$ cat src/rtl/seg_scan_ctrl_pkg.sv
// Shared constants and types for the seven-segment scan controller.
package seg_pkg;

  localparam int unsigned N_DIG  = 8;
  localparam int unsigned IDX_W  = $clog2(N_DIG);
  localparam int unsigned WORD_W = 4 * N_DIG;

  localparam logic [N_DIG-1:0] ANODE_OFF = 8'hFF;

  typedef logic [3:0] nibble_t;

  // Minimal counter width able to hold div-1 (never narrower than one bit).
  function automatic int unsigned cnt_width(input int unsigned div);
    return (div <= 2) ? 1 : $clog2(div);
  endfunction

endpackage

$ cat src/rtl/seg_scan_ctrl_if.sv
// Write port and display outputs of the scan controller, bundled as one interface.
interface seg_scan_ctrl_if;
  import seg_pkg::*;

  logic                en;
  logic                wr_en;
  logic [WORD_W-1:0]   wr_data;
  logic [N_DIG-1:0]    wr_dp;
  logic [N_DIG-1:0]    wr_blank;

  nibble_t             hex;
  logic                dp_n;
  logic [N_DIG-1:0]    anode_n;
  logic                seg_off;
  logic                frame_start;
  logic                pending;

  modport master (
    output en, wr_en, wr_data, wr_dp, wr_blank,
    input  hex, dp_n, anode_n, seg_off, frame_start, pending
  );

  modport slave (
    input  en, wr_en, wr_data, wr_dp, wr_blank,
    output hex, dp_n, anode_n, seg_off, frame_start, pending
  );

endinterface

$ cat src/rtl/seg_scan_ctrl_timer.sv
// Slot counter and digit index for the scan; derives boundary, slot-start
// and ghost-blanking strobes from the current count.
module seg_scan_timer
  import seg_pkg::*;
#(
  parameter int unsigned CLK_DIV   = 50000,
  parameter int unsigned BLANK_CYC = 16
) (
  input  logic             clk,
  input  logic             rst_n,
  input  logic             en_i,
  output logic [IDX_W-1:0] idx_o,
  output logic             boundary_c_o,
  output logic             slot_start_c_o,
  output logic             blank_window_c_o
);

  localparam int unsigned      CNT_W    = cnt_width(CLK_DIV);
  localparam logic [CNT_W-1:0] CNT_MAX  = CNT_W'(CLK_DIV - 1);
  localparam logic [IDX_W-1:0] LAST_IDX = IDX_W'(N_DIG - 1);

  logic [CNT_W-1:0] cnt_q, cnt_d;
  logic [IDX_W-1:0] idx_q, idx_d;

  // Disabled scan parks at digit 0, count 0; idx wraps modulo N_DIG.
  always_comb begin : next_comb
    cnt_d = cnt_q;
    idx_d = idx_q;
    if (!en_i) begin
      cnt_d = '0;
      idx_d = '0;
    end else if (cnt_q == CNT_MAX) begin
      cnt_d = '0;
      idx_d = idx_q + IDX_W'(1);
    end else begin
      cnt_d = cnt_q + CNT_W'(1);
    end
  end

  always_ff @(posedge clk or negedge rst_n) begin : state_ff
    if (!rst_n) begin
      cnt_q <= '0;
      idx_q <= '0;
    end else begin
      cnt_q <= cnt_d;
      idx_q <= idx_d;
    end
  end

  assign idx_o          = idx_q;
  assign boundary_c_o   = en_i && (idx_q == LAST_IDX) && (cnt_q == CNT_MAX);
  assign slot_start_c_o = (cnt_q == '0);

  generate
    if (BLANK_CYC == 0) begin : g_no_blank
      assign blank_window_c_o = 1'b0;
    end else begin : g_blank
      assign blank_window_c_o = (cnt_q < CNT_W'(BLANK_CYC));
    end
  endgenerate

endmodule

$ cat src/rtl/seg_scan_ctrl.sv
// Eight-digit seven-segment scan controller: double-buffered display word,
// frame-aligned commit, and registered per-digit drive toward the decoder.
module seg_scan_ctrl
  import seg_pkg::*;
#(
  parameter int unsigned CLK_DIV   = 50000,
  parameter int unsigned BLANK_CYC = 16
) (
  input  logic            clk,
  input  logic            rst_n,
  seg_scan_ctrl_if.slave  bus
);

  logic [IDX_W-1:0]  idx;
  logic              boundary_c;
  logic              slot_start_c;
  logic              blank_window_c;
  logic              commit_slot_c;
  logic              dark_c;

  logic [WORD_W-1:0] shadow_data_q, shadow_data_d;
  logic [N_DIG-1:0]  shadow_dp_q, shadow_dp_d;
  logic [N_DIG-1:0]  shadow_blank_q, shadow_blank_d;
  logic [WORD_W-1:0] active_data_q, active_data_d;
  logic [N_DIG-1:0]  active_dp_q, active_dp_d;
  logic [N_DIG-1:0]  active_blank_q, active_blank_d;
  logic              pending_q, pending_d;

  nibble_t           hex_q, hex_d;
  logic              dp_n_q, dp_n_d;
  logic [N_DIG-1:0]  anode_n_q, anode_n_d;
  logic              seg_off_q, seg_off_d;
  logic              frame_start_q, frame_start_d;

  seg_scan_timer #(
    .CLK_DIV   (CLK_DIV),
    .BLANK_CYC (BLANK_CYC)
  ) u_timer (
    .clk              (clk),
    .rst_n            (rst_n),
    .en_i             (bus.en),
    .idx_o            (idx),
    .boundary_c_o     (boundary_c),
    .slot_start_c_o   (slot_start_c),
    .blank_window_c_o (blank_window_c)
  );

  // A commit may happen at the frame boundary, or at once while the scan is idle.
  assign commit_slot_c = boundary_c || (!bus.en && pending_q);

  always_comb begin : commit_comb
    shadow_data_d  = shadow_data_q;
    shadow_dp_d    = shadow_dp_q;
    shadow_blank_d = shadow_blank_q;
    active_data_d  = active_data_q;
    active_dp_d    = active_dp_q;
    active_blank_d = active_blank_q;
    pending_d      = pending_q;
    if (bus.wr_en) begin
      shadow_data_d  = bus.wr_data;
      shadow_dp_d    = bus.wr_dp;
      shadow_blank_d = bus.wr_blank;
      if (commit_slot_c) begin
        active_data_d  = bus.wr_data;
        active_dp_d    = bus.wr_dp;
        active_blank_d = bus.wr_blank;
        pending_d      = 1'b0;
      end else begin
        pending_d      = 1'b1;
      end
    end else if (commit_slot_c && pending_q) begin
      active_data_d  = shadow_data_q;
      active_dp_d    = shadow_dp_q;
      active_blank_d = shadow_blank_q;
      pending_d      = 1'b0;
    end
  end

  assign dark_c = !bus.en || blank_window_c || active_blank_q[idx];

  // Digit drive decoded from the current slot; the nibble follows idx even while dark.
  always_comb begin : out_comb
    hex_d         = active_data_q[{idx, 2'b00} +: 4];
    seg_off_d     = dark_c;
    anode_n_d     = ANODE_OFF;
    dp_n_d        = 1'b1;
    frame_start_d = bus.en && slot_start_c && (idx == '0);
    if (!dark_c) begin
      anode_n_d = ~(N_DIG'(1) << idx);
      dp_n_d    = ~active_dp_q[idx];
    end
  end

  always_ff @(posedge clk or negedge rst_n) begin : reg_ff
    if (!rst_n) begin
      shadow_data_q  <= '0;
      shadow_dp_q    <= '0;
      shadow_blank_q <= '0;
      active_data_q  <= '0;
      active_dp_q    <= '0;
      active_blank_q <= '0;
      pending_q      <= 1'b0;
      hex_q          <= '0;
      dp_n_q         <= 1'b1;
      anode_n_q      <= ANODE_OFF;
      seg_off_q      <= 1'b1;
      frame_start_q  <= 1'b0;
    end else begin
      shadow_data_q  <= shadow_data_d;
      shadow_dp_q    <= shadow_dp_d;
      shadow_blank_q <= shadow_blank_d;
      active_data_q  <= active_data_d;
      active_dp_q    <= active_dp_d;
      active_blank_q <= active_blank_d;
      pending_q      <= pending_d;
      hex_q          <= hex_d;
      dp_n_q         <= dp_n_d;
      anode_n_q      <= anode_n_d;
      seg_off_q      <= seg_off_d;
      frame_start_q  <= frame_start_d;
    end
  end

  assign bus.hex         = hex_q;
  assign bus.dp_n        = dp_n_q;
  assign bus.anode_n     = anode_n_q;
  assign bus.seg_off     = seg_off_q;
  assign bus.frame_start = frame_start_q;
  assign bus.pending     = pending_q;

endmodule

$ cat src/flat_wrapper.sv
// flat-port wrapper written by rule: the top's interface ports become plain ports
module seg_scan_ctrl_flat import seg_pkg::*;
#(
  parameter int unsigned CLK_DIV   = 50000,
  parameter int unsigned BLANK_CYC = 16
)
  (clk, rst_n, bus_en, bus_wr_en, bus_wr_data, bus_wr_dp, bus_wr_blank, bus_hex, bus_dp_n, bus_anode_n, bus_seg_off, bus_frame_start, bus_pending);
  seg_scan_ctrl_if bus_i ();
  input  logic clk;
  input  logic rst_n;
  input wire logic [$bits(bus_i.en)-1:0] bus_en;
  input wire logic [$bits(bus_i.wr_en)-1:0] bus_wr_en;
  input wire logic [$bits(bus_i.wr_data)-1:0] bus_wr_data;
  input wire logic [$bits(bus_i.wr_dp)-1:0] bus_wr_dp;
  input wire logic [$bits(bus_i.wr_blank)-1:0] bus_wr_blank;
  output wire logic [$bits(bus_i.hex)-1:0] bus_hex;
  output wire logic [$bits(bus_i.dp_n)-1:0] bus_dp_n;
  output wire logic [$bits(bus_i.anode_n)-1:0] bus_anode_n;
  output wire logic [$bits(bus_i.seg_off)-1:0] bus_seg_off;
  output wire logic [$bits(bus_i.frame_start)-1:0] bus_frame_start;
  output wire logic [$bits(bus_i.pending)-1:0] bus_pending;
  assign bus_i.en = bus_en;
  assign bus_i.wr_en = bus_wr_en;
  assign bus_i.wr_data = bus_wr_data;
  assign bus_i.wr_dp = bus_wr_dp;
  assign bus_i.wr_blank = bus_wr_blank;
  assign bus_hex = bus_i.hex;
  assign bus_dp_n = bus_i.dp_n;
  assign bus_anode_n = bus_i.anode_n;
  assign bus_seg_off = bus_i.seg_off;
  assign bus_frame_start = bus_i.frame_start;
  assign bus_pending = bus_i.pending;
  seg_scan_ctrl #(.CLK_DIV(CLK_DIV), .BLANK_CYC(BLANK_CYC)) u_core (.clk(clk), .rst_n(rst_n), .bus(bus_i));
endmodule
$ cat config.mk
export PLATFORM = sky130hd
export DESIGN_NAME = seg_scan_ctrl_flat
export DESIGN_NICKNAME = d
export VERILOG_FILES = /design/src/rtl/seg_scan_ctrl_pkg.sv /design/src/rtl/seg_scan_ctrl_if.sv /design/src/rtl/seg_scan_ctrl_timer.sv /design/src/rtl/seg_scan_ctrl.sv /design/src/flat_wrapper.sv
export SDC_FILE = /design/constraint.sdc
export NUM_CORES = 1
export LEC_CHECK = 0
export CAP_MARGIN = 20
export CORE_ASPECT_RATIO = 1.4
export CORE_MARGIN = 10
export CORE_UTILIZATION = 30
export DETAILED_ROUTE_END_ITERATION = 8
export GPL_TIMING_DRIVEN = 0
export SYNTH_ARGS = -nofsm -noshare
export SYNTH_HDL_FRONTEND = slang
export SYNTH_HIERARCHICAL = 1
export SYNTH_SLANG_ARGS = --single-unit
$ cat constraint.sdc
create_clock -name clk -period 2.66 [get_ports clk]
set_clock_uncertainty 0.15 [all_clocks]
set_input_delay 0.798 -clock clk [delete_from_list [all_inputs] [get_ports clk]]
set_output_delay 0.798 -clock clk [all_outputs]
set_load 0.05 [all_outputs]
== After elaboration in Yosys (flattened, before gate mapping) ==
Index checks and enable logic that the tools add are counted.

* Eq/ne operators: 4
* Bitwise gates (word level): 2
* Magnitude comparators: 2
* Shift-type cells: 2
* Reductions and logical operators: 14
* Add/subtract/negate cells: 2
* Multiplexer cells: 22

{| class="wikitable"
|+ Operator list
! cell !! count
|-
| $mux W32 || 3
|-
| $mux W8 || 7
|-
| $mux W16 || 2
|-
| $shiftx A32 B6 Y4 || 1
|-
| $add A16 B1 Y16 const B || 1
|-
| $eq A16 B16 Y1 const B || 1
|-
| $logic_not A16 Y1 || 1
|-
| $lt A16 B5 Y1 const B || 1
|-
| $not A8 Y8 || 1
|-
| $shl A1 B3 Y8 const A || 1
|-
| $bmux W1 S3 || 2
|-
| $logic_and A1 B1 Y1 || 6
|-
| $mux W1 || 6
|-
| $mux W3 || 2
|-
| $lt A3 B4 Y1 const B || 1
|-
| $ne A2 B1 Y1 const B || 2
|-
| $add A3 B1 Y3 const B || 1
|-
| $eq A3 B3 Y1 const B || 1
|-
| $logic_not A3 Y1 || 1
|-
| $logic_or A1 B1 Y1 || 3
|-
| $reduce_and A2 Y1 || 1
|-
| $reduce_bool A2 Y1 || 1
|-
| $logic_not A1 Y1 || 1
|-
| $not A1 Y1 || 1
|}

* Bits of input ports: 52
* Output and inout bits: 16
* Word-level logic and storage cells: 62
* Flip-flop bits (word level): 131

== Logic depth before layout (Yosys ltp) ==
Gate-level depths: netlist (run 1).

* Depth in word-level cells: 7
* Depth in mapped cells: 9
* Depth with buffers taken out: 7

== Modules after synthesis ==
Netlist (run 1), hierarchy kept.

{| class="wikitable"
|+ Modules (own cells, without submodules)
! module !! times used !! seq. area each (um2) !! cells an instance !! area an instance (um2)
|-
| seg_scan_ctrl || 1 || 2815.2 || 262 || 4449.3
|-
| seg_scan_timer || 1 || 475.5 || 107 || 1048.5
|}

== Worst setup path before layout (run 1) ==
Ideal clock, no wire load.

* Kind: reg2reg
* Start: reg u_core.u_timer.cnt_q[11]
* End: reg u_core.active_data_q[11]
* Buffers on the path: 2
* Cell stages (with the launch flop): 10
* Arrival: 2430 ps
* Clock period less this slack: 2705 ps
* Setup time: 125 ps
* Required time: 2385 ps
* Path slack: -45 ps
* Path through: dfrtp_1 -> nor4_2 -> nand2_2 -> nor4_4 -> and3_1 -> a21oi_1 -> a21oi_1 -> buf_2 -> buf_4 -> mux2_2

* Longest elaborated chain between the ends: 6
* Elaborated cells on any way between the ends: 7
* Classes of those cells: 2 x eq/ne; 5 x reduce/logical

{| class="wikitable"
|+ RTL lines
! what !! line !! RTL
|-
| from (decl) || seg_scan_ctrl_timer.sv:22 || <nowiki>logic [CNT_W-1:0] cnt_q, cnt_d;</nowiki>
|-
| from (signal assigned) || seg_scan_ctrl_timer.sv:45 || <nowiki>cnt_q <= cnt_d;</nowiki>
|-
| $eq A16 B16 Y1 (*) || seg_scan_ctrl_timer.sv:51 || <nowiki>assign boundary_c_o = en_i && (idx_q == LAST_IDX) && (cnt_q == CNT_MAX);</nowiki>
|-
| $logic_and A1 B1 Y1 (*) || seg_scan_ctrl_timer.sv:51 ||
|-
| net u_core.boundary_c || seg_scan_ctrl.sv:15 || <nowiki>logic boundary_c;</nowiki>
|-
| $logic_or A1 B1 Y1 (*) || seg_scan_ctrl.sv:49 || <nowiki>assign commit_slot_c = boundary_c || (!bus.en && pending_q);</nowiki>
|-
| $logic_and A1 B1 Y1 || seg_scan_ctrl.sv:71 || <nowiki>end else if (commit_slot_c && pending_q) begin</nowiki>
|-
| $reduce_bool A2 Y1 (no source line) || n/a ||
|-
| $reduce_and A2 Y1 (no source line) (*) || n/a ||
|-
| to (signal assigned) || seg_scan_ctrl.sv:112 || <nowiki>active_data_q <= active_data_d;</nowiki>
|-
| to (decl) || seg_scan_ctrl.sv:24 || <nowiki>logic [WORD_W-1:0] active_data_q, active_data_d;</nowiki>
|}

Mark *: on every way through the listed nets, which the timed path passes. The rest lies on a longest branch.
A chain may end at the register's enable or synchronous reset.

== Worst setup path in the final report (run 1) ==
* Start: reg u_core.hex_q[1], in the netlist u_core/bus.hex[1]
* End: out bus_hex[1]

{| class="wikitable"
|+ RTL lines
! what !! line !! RTL
|-
| from (decl) || seg_scan_ctrl.sv:29 || <nowiki>nibble_t hex_q, hex_d;</nowiki>
|-
| from (signal assigned) || seg_scan_ctrl.sv:103 || <nowiki>hex_q <= '0;</nowiki>
|-
| from (signal assigned) || seg_scan_ctrl.sv:116 || <nowiki>hex_q <= hex_d;</nowiki>
|-
| to (decl) || flat_wrapper.sv:16 || <nowiki>output wire logic [$bits(bus_i.hex)-1:0] bus_hex;</nowiki>
|}

No word-level cell between the ends.

==> run summary, run 1 <==
CLOCKING
--------------------------------------------------------------------------------
Clock slew at reported path FFs                                            50 ps
Clock buffers created by TritonCTS                                            17
Clock insertion delay at the later pin of the skew report                 410 ps
CTS max path bufs                                                              2
Hold Buf Count CTS                                                             0
Number of H-tree levels                                                        4
Clk root buf                                                           clkbuf_16
Clock tree from TritonCTS                                                  built
CTS sink cnt                                                                 131

SYNTHESIS
--------------------------------------------------------------------------------
Gate count after technology mapping                                          369
Unique masters post-synth                                                     39
Post-synth top area share                                                  0.551
Most frequently used flop master after synthesis                         dfrtp_1
Average footprint of a synthesized cell                                 14.9 um2
Top cells by instance count after synthesis                         121 x dfrtp_1, 100 x mux2_2, 20 x nor2_1
Part of the Yosys area used for sequential elements                        0.599
Count of state elements after synthesis                                      131
Cell types occupying the most area after synthesis                  dfrtp_1 55%, mux2_2 20%, dfstp_2 4.8%, mux4_2 3.3%, mux4_1 1.9%
Number of enable-type register cells in the synthesized netlist                0
Cell area after technology mapping                                   0.00550 mm2
Post-Synthesis Net Count                                                     425
Post-synth top area cell                                                 dfrtp_1
Yosys warns                                                                    6
Top-count cell post-synth                                                dfrtp_1
Share of synthesized flip-flops with an asynchronous set or reset           1.00

GLOBAL ROUTING
--------------------------------------------------------------------------------
Pin count of the biggest net entering global routing                          82
Via count of the first global-routing pass                                  3607
Antenna violations before repair                                               0
Global-route wire length before repair                                   19.9 mm
Global route overflow                                                          0
All-layer global routing usage                                             0.106

DETAILED ROUTING
--------------------------------------------------------------------------------
Total via count after detailed routing                                      3213
Detail-routed via count per cell                                            4.52
Detailed Route Iter0 Violations                                              145
Count of TritonRoute iterations in the first routing pass                      5
WL per Instance                                                          17.1 um
Wirelength, routed                                                       12.1 mm
# DRC                                                                          0
Final ANT Viol Nets                                                            0

WORST SETUP PATH
--------------------------------------------------------------------------------
Register-to-register setup slack                                          150 ps
Length in cells of the worst reg-to-reg path                                   9
Worst setup path startpoint                                         u_core/bus.hex[1]
Worst setup path class                                                reg -> out
Critical path data required time                                         1710 ps
Crit Path Max Fanout                                                           1
Largest stage delay, worst path                                           810 ps
Cell Chain, Critical Path                                           clkdlybuf4s50_1
Buffers & Inverters on Critical Path                                           1
Worst-path cell with the longest stage delay                        clkdlybuf4s50_1
Destination of the worst register-to-register timing path           u_core/active_blank_q[1]
Critical path startpoint category                                      flip-flop
Crit path max-delay family                                          buffers and inverters
Arrival time reported for the critical path endpoint                     1580 ps
Launch instance of the worst register-to-register path              u_core/u_timer/cnt_q[11]
Critical Path Sink Type                                             primary output

FINAL LAYOUT
--------------------------------------------------------------------------------
Fraction of layout cells with a size suffix above 1                        0.384
Multi-input logic area                                               0.00209 mm2
Area growth syn-to-layout                                                  30.0%
Number of nets at the end of the flow                                        514
Fill cells                                                                  1733
Antenna fix cells                                                              0
Area used by sequential logic in the layout                          0.00329 mm2

TIMING
--------------------------------------------------------------------------------
Slew headroom                                                              0.518
Final min period                                                         2530 ps
Max-slew violation total from the final report                                 0
Final TNS setup                                                             0 ps
Slew of the pin with the lowest slew margin                               723 ps
Period Utilization, post-route                                             0.952
Setup ws final                                                            128 ps
Fmax                                                                     395 MHz
Setup Viol. Count Final                                                        0
Final Hold Viols                                                               0

HOLD PATH
--------------------------------------------------------------------------------
Hold Path Class                                                      in -> async

DIE
--------------------------------------------------------------------------------
Std-Cell Rows                                                                 58
Die width                                                                 134 um
Number of top-level pins                                                      68
Initial standard-cell utilization of the core                              0.305
Core Footprint                                                        0.0180 mm2
Die footprint                                                         0.0242 mm2
Height of the die                                                         180 um

PLACE
--------------------------------------------------------------------------------
Port bufs                                                                     66
Placed wire-length estimate                                              8.62 mm
Post-placement setup slack                                               -892 ps
Gpl congestion                                                             0.725

RUN STATUS
--------------------------------------------------------------------------------
Outcome                                                                completed

PWR
--------------------------------------------------------------------------------
Leakage component of the power                                           2.89 nW
Worst IR drop on VDD                                                  0.000377 V
Post-layout total power                                                0.00545 W
Total power divided by cell area                                      763 mW/mm2

FLOW RUN
--------------------------------------------------------------------------------
Count of max-cap constraint violations                                         0

-- cells by family (layout without fill, tap and decap cells) --
family | count (synthesis) | after routing | synth area share
xor gates and xnor gates | 13 | 13 | 0.0207
buffers and inverters | 27 | 129 | 0.0250
AOI/OAI and AO/OA | 6 | 6 | 0.0100
adders and majority gates | 4 | 4 | 0.00910
and+or+nand+nor | 72 | 72 | 0.0726
muxes | 116 | 116 | 0.264
DFF | 131 | 131 | 0.599
-- how the worst max path moves through the flow --
stage	to	depth (start not counted)	slack, ps
after global routing	u_core/active_blank_q[1]	9	-10
after global placement	u_core/shadow_dp_q[3]	1	-4370
after floorplan	u_core/active_data_q[11]	9	30
final	bus_hex[1]	1	130
after CTS	u_core/active_data_q[16]	9	10
after detailed placement	u_core/active_data_q[13]	8	-890
-- layout make-up --
cell class,count,share of cell area
Buffer,19,0.0173
Tap cell,240,0.0420
Multi-Input combinational cell,211,0.292
Sequential cell,131,0.461
Clock buffer,20,0.0639
Clock inverter,12,0.0217
Timing Repair Buffer,70,0.0981
Inverter,8,0.00420
-- metal layers --
layer  part of all wire  track usage
met1               0.42        0.119
met2               0.52        0.180
met3              0.049       0.0388
met4              0.012       0.0367
met5                  0            0
-- repair_timing --
action / 4_1_cts / 5_1_grt
endpoints found under the setup margin: 58 / 49
setup buffers: 2 / 1
hold endpoints to repair: 0 / 0
pin swaps: 1 / 1
resized for setup: 14 / 8
-- report_power, final --
| part | internal [W] | leakage [nW] | switching (W) |
|---|---|---|---|
| Sequential | 0.00227 | 1.57 | 0.000122 |
| Combinational | 0.000400 | 1.02 | 0.000290 |
| Clock | 0.00152 | 0.296 | 0.000852 |
| Total | 0.00419 | 2.89 | 0.00126 |
-- state kept, by name, summed over array words and instances, names as in the netlist --
register / cells
u_core/active_dp_q: 8
u_core/bus.pending: 1
u_core/shadow_blank_q: 8
u_core/shadow_dp_q: 8
u_core/active_blank_q: 8
u_core/active_data_q: 32
u_core/u_timer/idx_o: 3
u_core/bus.dp_n: 1
u_core/u_timer/cnt_q: 16
u_core/shadow_data_q: 32
u_core/bus.seg_off: 1
u_core/bus.anode_n: 8
u_core/bus.frame_start: 1
u_core/bus.hex: 4
-- through the flow --
| step | hold WS (ps) | utilization | area, um2 | std cells |
|---|---|---|---|---|
| final | 184 | 0.397 | 7150 | 711 |
| after global routing | 204 | 0.397 | 7150 | 711 |
| after CTS | 188 | 0.395 | 7110 | 710 |
| after detailed placement | 332 | 0.360 | 6490 | 676 |
| after global placement | 328 | 0.359 | 6460 | 675 |
| after floorplan | 318 | - | 5500 | 369 |
-- layout by cell type, fill, tap and decap left out, drive strengths merged, types with 3 or more instances in the layout --
master	n
nor3	7
mux4	12
nand2	16
buf	20
dlygate4sd2	11
clkinv	6
clkbuf	24
mux2i	4
nand4	4
mux2	100
dfstp	10
xnor2	11
nand3	7
bufinv	3
clkdlybuf4s50	53
nor4	6
inv	9
a21oi	3
nor2	20
dfrtp	121
ha	4
No activity file was read; power rests on OpenSTA's default activity.
==> run 2, diff against run 1 <==
==> constraint.sdc (replaced) <==
create_clock -name clk -period 2.66 [get_ports clk]
set_clock_uncertainty 0.15 [all_clocks]
set_input_delay 0.266 -clock clk [delete_from_list [all_inputs] [get_ports clk]]
set_output_delay 0.266 -clock clk [all_outputs]
set_load 0.05 [all_outputs]
==> run 2 against run 1 <==
  * Global-route usage about the same
  * Combinational power about the same
  * Hold slack improved by 43 ps
  * Sequential cell count unchanged
  * Clock power about the same
  * Non-clock buffer count increased by 1
  * Via count increased by 0.25%
  * Fmax increased by 0.42%
  * Worst setup slack improved by 10 ps
  * Sequential share of layout area decreased by 0.11 points
  * Largest cell class unchanged
  * Highest routed layer unchanged
==> run summary, run 2 (synthesis gave the netlist of run 1 again) <==
PLACE
-------------------------------------------------------------------------
Area after detailed placement                                 0.00649 mm2   unchanged
Cell count after placement                                            676   unchanged
Port bufs                                                              66   unchanged
Placed wire-length estimate                                       8.62 mm   unchanged
Post-placement setup slack                                        -387 ps   was -892 ps
Gpl congestion                                                      0.725   unchanged

GLOBAL ROUTING
-------------------------------------------------------------------------
Antenna violations before repair                                        0   unchanged
Global-route wire length before repair                            19.9 mm   about the same
Global route overflow                                                   0   unchanged
Via count of the first global-routing pass                           3616   was 3607
Pin count of the biggest net entering global routing                   82   unchanged
All-layer global routing usage                                      0.106   about the same

HOLD PATH
-------------------------------------------------------------------------
Hold Path Class                                               in -> async   unchanged

DETAILED ROUTING
-------------------------------------------------------------------------
Wirelength, routed                                                12.2 mm   was 12.1 mm
# DRC                                                                   0   unchanged
Detail-routed via count per cell                                     4.52   about the same
WL per Instance                                                   17.1 um   about the same
Count of TritonRoute iterations in the first routing pass               4   was 5
Total via count after detailed routing                               3221   was 3213
Final ANT Viol Nets                                                     0   unchanged
Detailed Route Iter0 Violations                                       146   was 145

TIMING
-------------------------------------------------------------------------
Slew headroom                                                       0.516   was 0.518
Slew of the pin with the lowest slew margin                        726 ps   was 723 ps
Final Hold Viols                                                        0   unchanged
Period Utilization, post-route                                      0.948   was 0.952
Setup ws final                                                     138 ps   was 128 ps
Max-slew violation total from the final report                          0   unchanged
Final min period                                                  2520 ps   was 2530 ps
Fmax                                                              397 MHz   was 395 MHz
Setup Viol. Count Final                                                 0   unchanged

PWR
-------------------------------------------------------------------------
Switching power                                                 0.00127 W   was 0.00126 W
Total power divided by cell area                               763 mW/mm2   about the same
Leakage component of the power                                    2.90 nW   was 2.89 nW
Worst IR drop on VDD                                           0.000378 V   was 0.000377 V
Proportion of total power due to net switching                      0.233   was 0.232
Comb power frac                                                     0.127   was 0.126
Sequential group share of total power                               0.437   was 0.438
Clk pwr share                                                       0.436   about the same
Internal power of the cells                                     0.00419 W   about the same

DIE
-------------------------------------------------------------------------
Initial standard-cell utilization of the core                       0.305   unchanged
Die width                                                          134 um   unchanged
Core Footprint                                                 0.0180 mm2   unchanged
Number of top-level pins                                               68   unchanged
Height of the die                                                  180 um   unchanged
Die footprint                                                  0.0242 mm2   unchanged
Std-Cell Rows                                                          58   unchanged

CLOCKING
-------------------------------------------------------------------------
Clock tree from TritonCTS                                           built   unchanged
CTS sink cnt                                                          131   unchanged
Clk root buf                                                    clkbuf_16   unchanged
Clock insertion delay at the later pin of the skew report          410 ps   about the same
CTS max path bufs                                                       2   unchanged
Number of H-tree levels                                                 4   unchanged
Clock slew at reported path FFs                                     50 ps   about the same
Clock buffers created by TritonCTS                                     17   unchanged

FINAL LAYOUT
-------------------------------------------------------------------------
Number of nets at the end of the flow                                 515   was 514
Fill cells                                                           1739   was 1733
Final cell count without fillers                                      712   was 711
Most used cells in the layout excluding fill and tap cells   121 x dfrtp_1, 100 x mux2_2, 65 x clkdlybuf4s50_1   was 121 x dfrtp_1, 100 x mux2_2, 53 x clkdlybuf4s50_1
Fraction of layout cells with a size suffix above 1                 0.381   was 0.384
Post-route design area                                        0.00716 mm2   was 0.00715 mm2
Area growth syn-to-layout                                           30.3%   was 30.0%
Area used by sequential logic in the layout                   0.00329 mm2   unchanged
Multi-input logic area                                        0.00209 mm2   unchanged
Most common cell after layout, fill and taps aside                dfrtp_1   unchanged
Antenna fix cells                                                       0   unchanged
Biggest regs                                                 u_core/active_data_q x32, u_core/shadow_data_q x32, u_core/u_timer/cnt_q x16   unchanged

WORST SETUP PATH
-------------------------------------------------------------------------
Critical path data required time                                  2800 ps   was 1710 ps
Largest stage delay, worst path                                    430 ps   was 810 ps
Worst-path cell with the longest stage delay                      dfrtp_1   was clkdlybuf4s50_1
Critical Path Sink Type                                         flip-flop   was primary output
Arrival time reported for the critical path endpoint              2660 ps   was 1580 ps
Worst setup path class                                         reg -> reg   was reg -> out
Crit Path Max Fanout                                                    8   was 1
Critical path startpoint category                               flip-flop   unchanged
Cell Chain, Critical Path                                    nor4_2 > nand2_2 > nor4_4 > and3_4 > a21oi_1 > a21oi_2 > buf_4 > buf_4 > mux2_2   was clkdlybuf4s50_1
Cell seen most often among critical-path stages                     buf_4

FLOW RUN
-------------------------------------------------------------------------
Count of max-cap constraint violations                                  0   unchanged

RUN STATUS
-------------------------------------------------------------------------
Outcome                                                         completed   unchanged

## run 2: final cells by class
type	instances	area share
flip-flops and latches	131	0.459
multi-input cells	211	0.292
repair buffers	71	0.101
clock buffers	20	0.0638
well taps	240	0.0419
clock inverters	12	0.0217
plain buffers	19	0.0168
inverters	8	0.00419
## run 2: per-layer routing
| layer | vias up | share of wire | track usage |
|---|---|---|---|
| met4 | 0 | 0.012 | 0.0367 |
| met5 | - | 0 | 0 |
| met1 | 1645 | 0.41 | 0.119 |
| li1 | 1491 | - | - |
| met3 | 9 | 0.050 | 0.0391 |
| met2 | 76 | 0.52 | 0.180 |
## run 2: worst max-delay path, delay by kind of cell (launching register included)
kind                   cells  cell delay [ps]
flip-flops                 1              430
AO/OA/AOI/OAI              2              250
multiplexers               1              350
AND/OR/NAND/NOR            4              880
buffers and inverters      2              340
## run 2: worst paths after layout
kind,cells after the start,to,slack (ps),startpoint
max,9,u_core/active_blank_q[1],140,u_core/u_timer/cnt_q[11]
min,2,u_core/shadow_blank_q[0],230,rst_n
max reg2reg,9,u_core/active_blank_q[1],140,u_core/u_timer/cnt_q[11]
min reg2reg,1,u_core/shadow_blank_q[5],340,u_core/shadow_blank_q[5]
max in group asynchronous,3,u_core/active_data_q[15],1380,rst_n
min in group clk,2,u_core/shadow_data_q[29],330,bus_wr_data[29]
## run 2: repair_timing
item / 4_1_cts / 5_1_grt
pin swaps: 1 / 1
setup buffers: 2 / 1
hold endpoints to repair: 50 / 0
cloned: 0 / 0
gates resized for setup: 1 / 7
endpoints found under the setup margin: 48 / 48
hold buffers: 1 / 0
## run 2: through the flow
step / hold slack [ps] / setup TNS [ps] / total power [W] / util
final: 228 / 0 / 0.00546 / 0.398
after global routing: 261 / -26.8 / 0.00571 / 0.398
after CTS: 233 / 0 / 0.00553 / 0.396
after detailed placement: 92.6 / -10810 / 0.00312 / 0.360
after global placement: 328 / -495630 / 0.00309 / 0.359
after floorplan: -180 / 0 / 0.00283 / -
## run 2: power groups by stage
stage          clock (W)  combinational (W)  sequential [W]
6_report         0.00238           0.000692         0.00239
5_1_grt          0.00253           0.000752         0.00243
4_1_cts          0.00244           0.000700         0.00240
3_5_place_dp           0           0.000693         0.00243
3_3_place_gp           0           0.000670         0.00242
2_1_floorplan          0           0.000391         0.00244
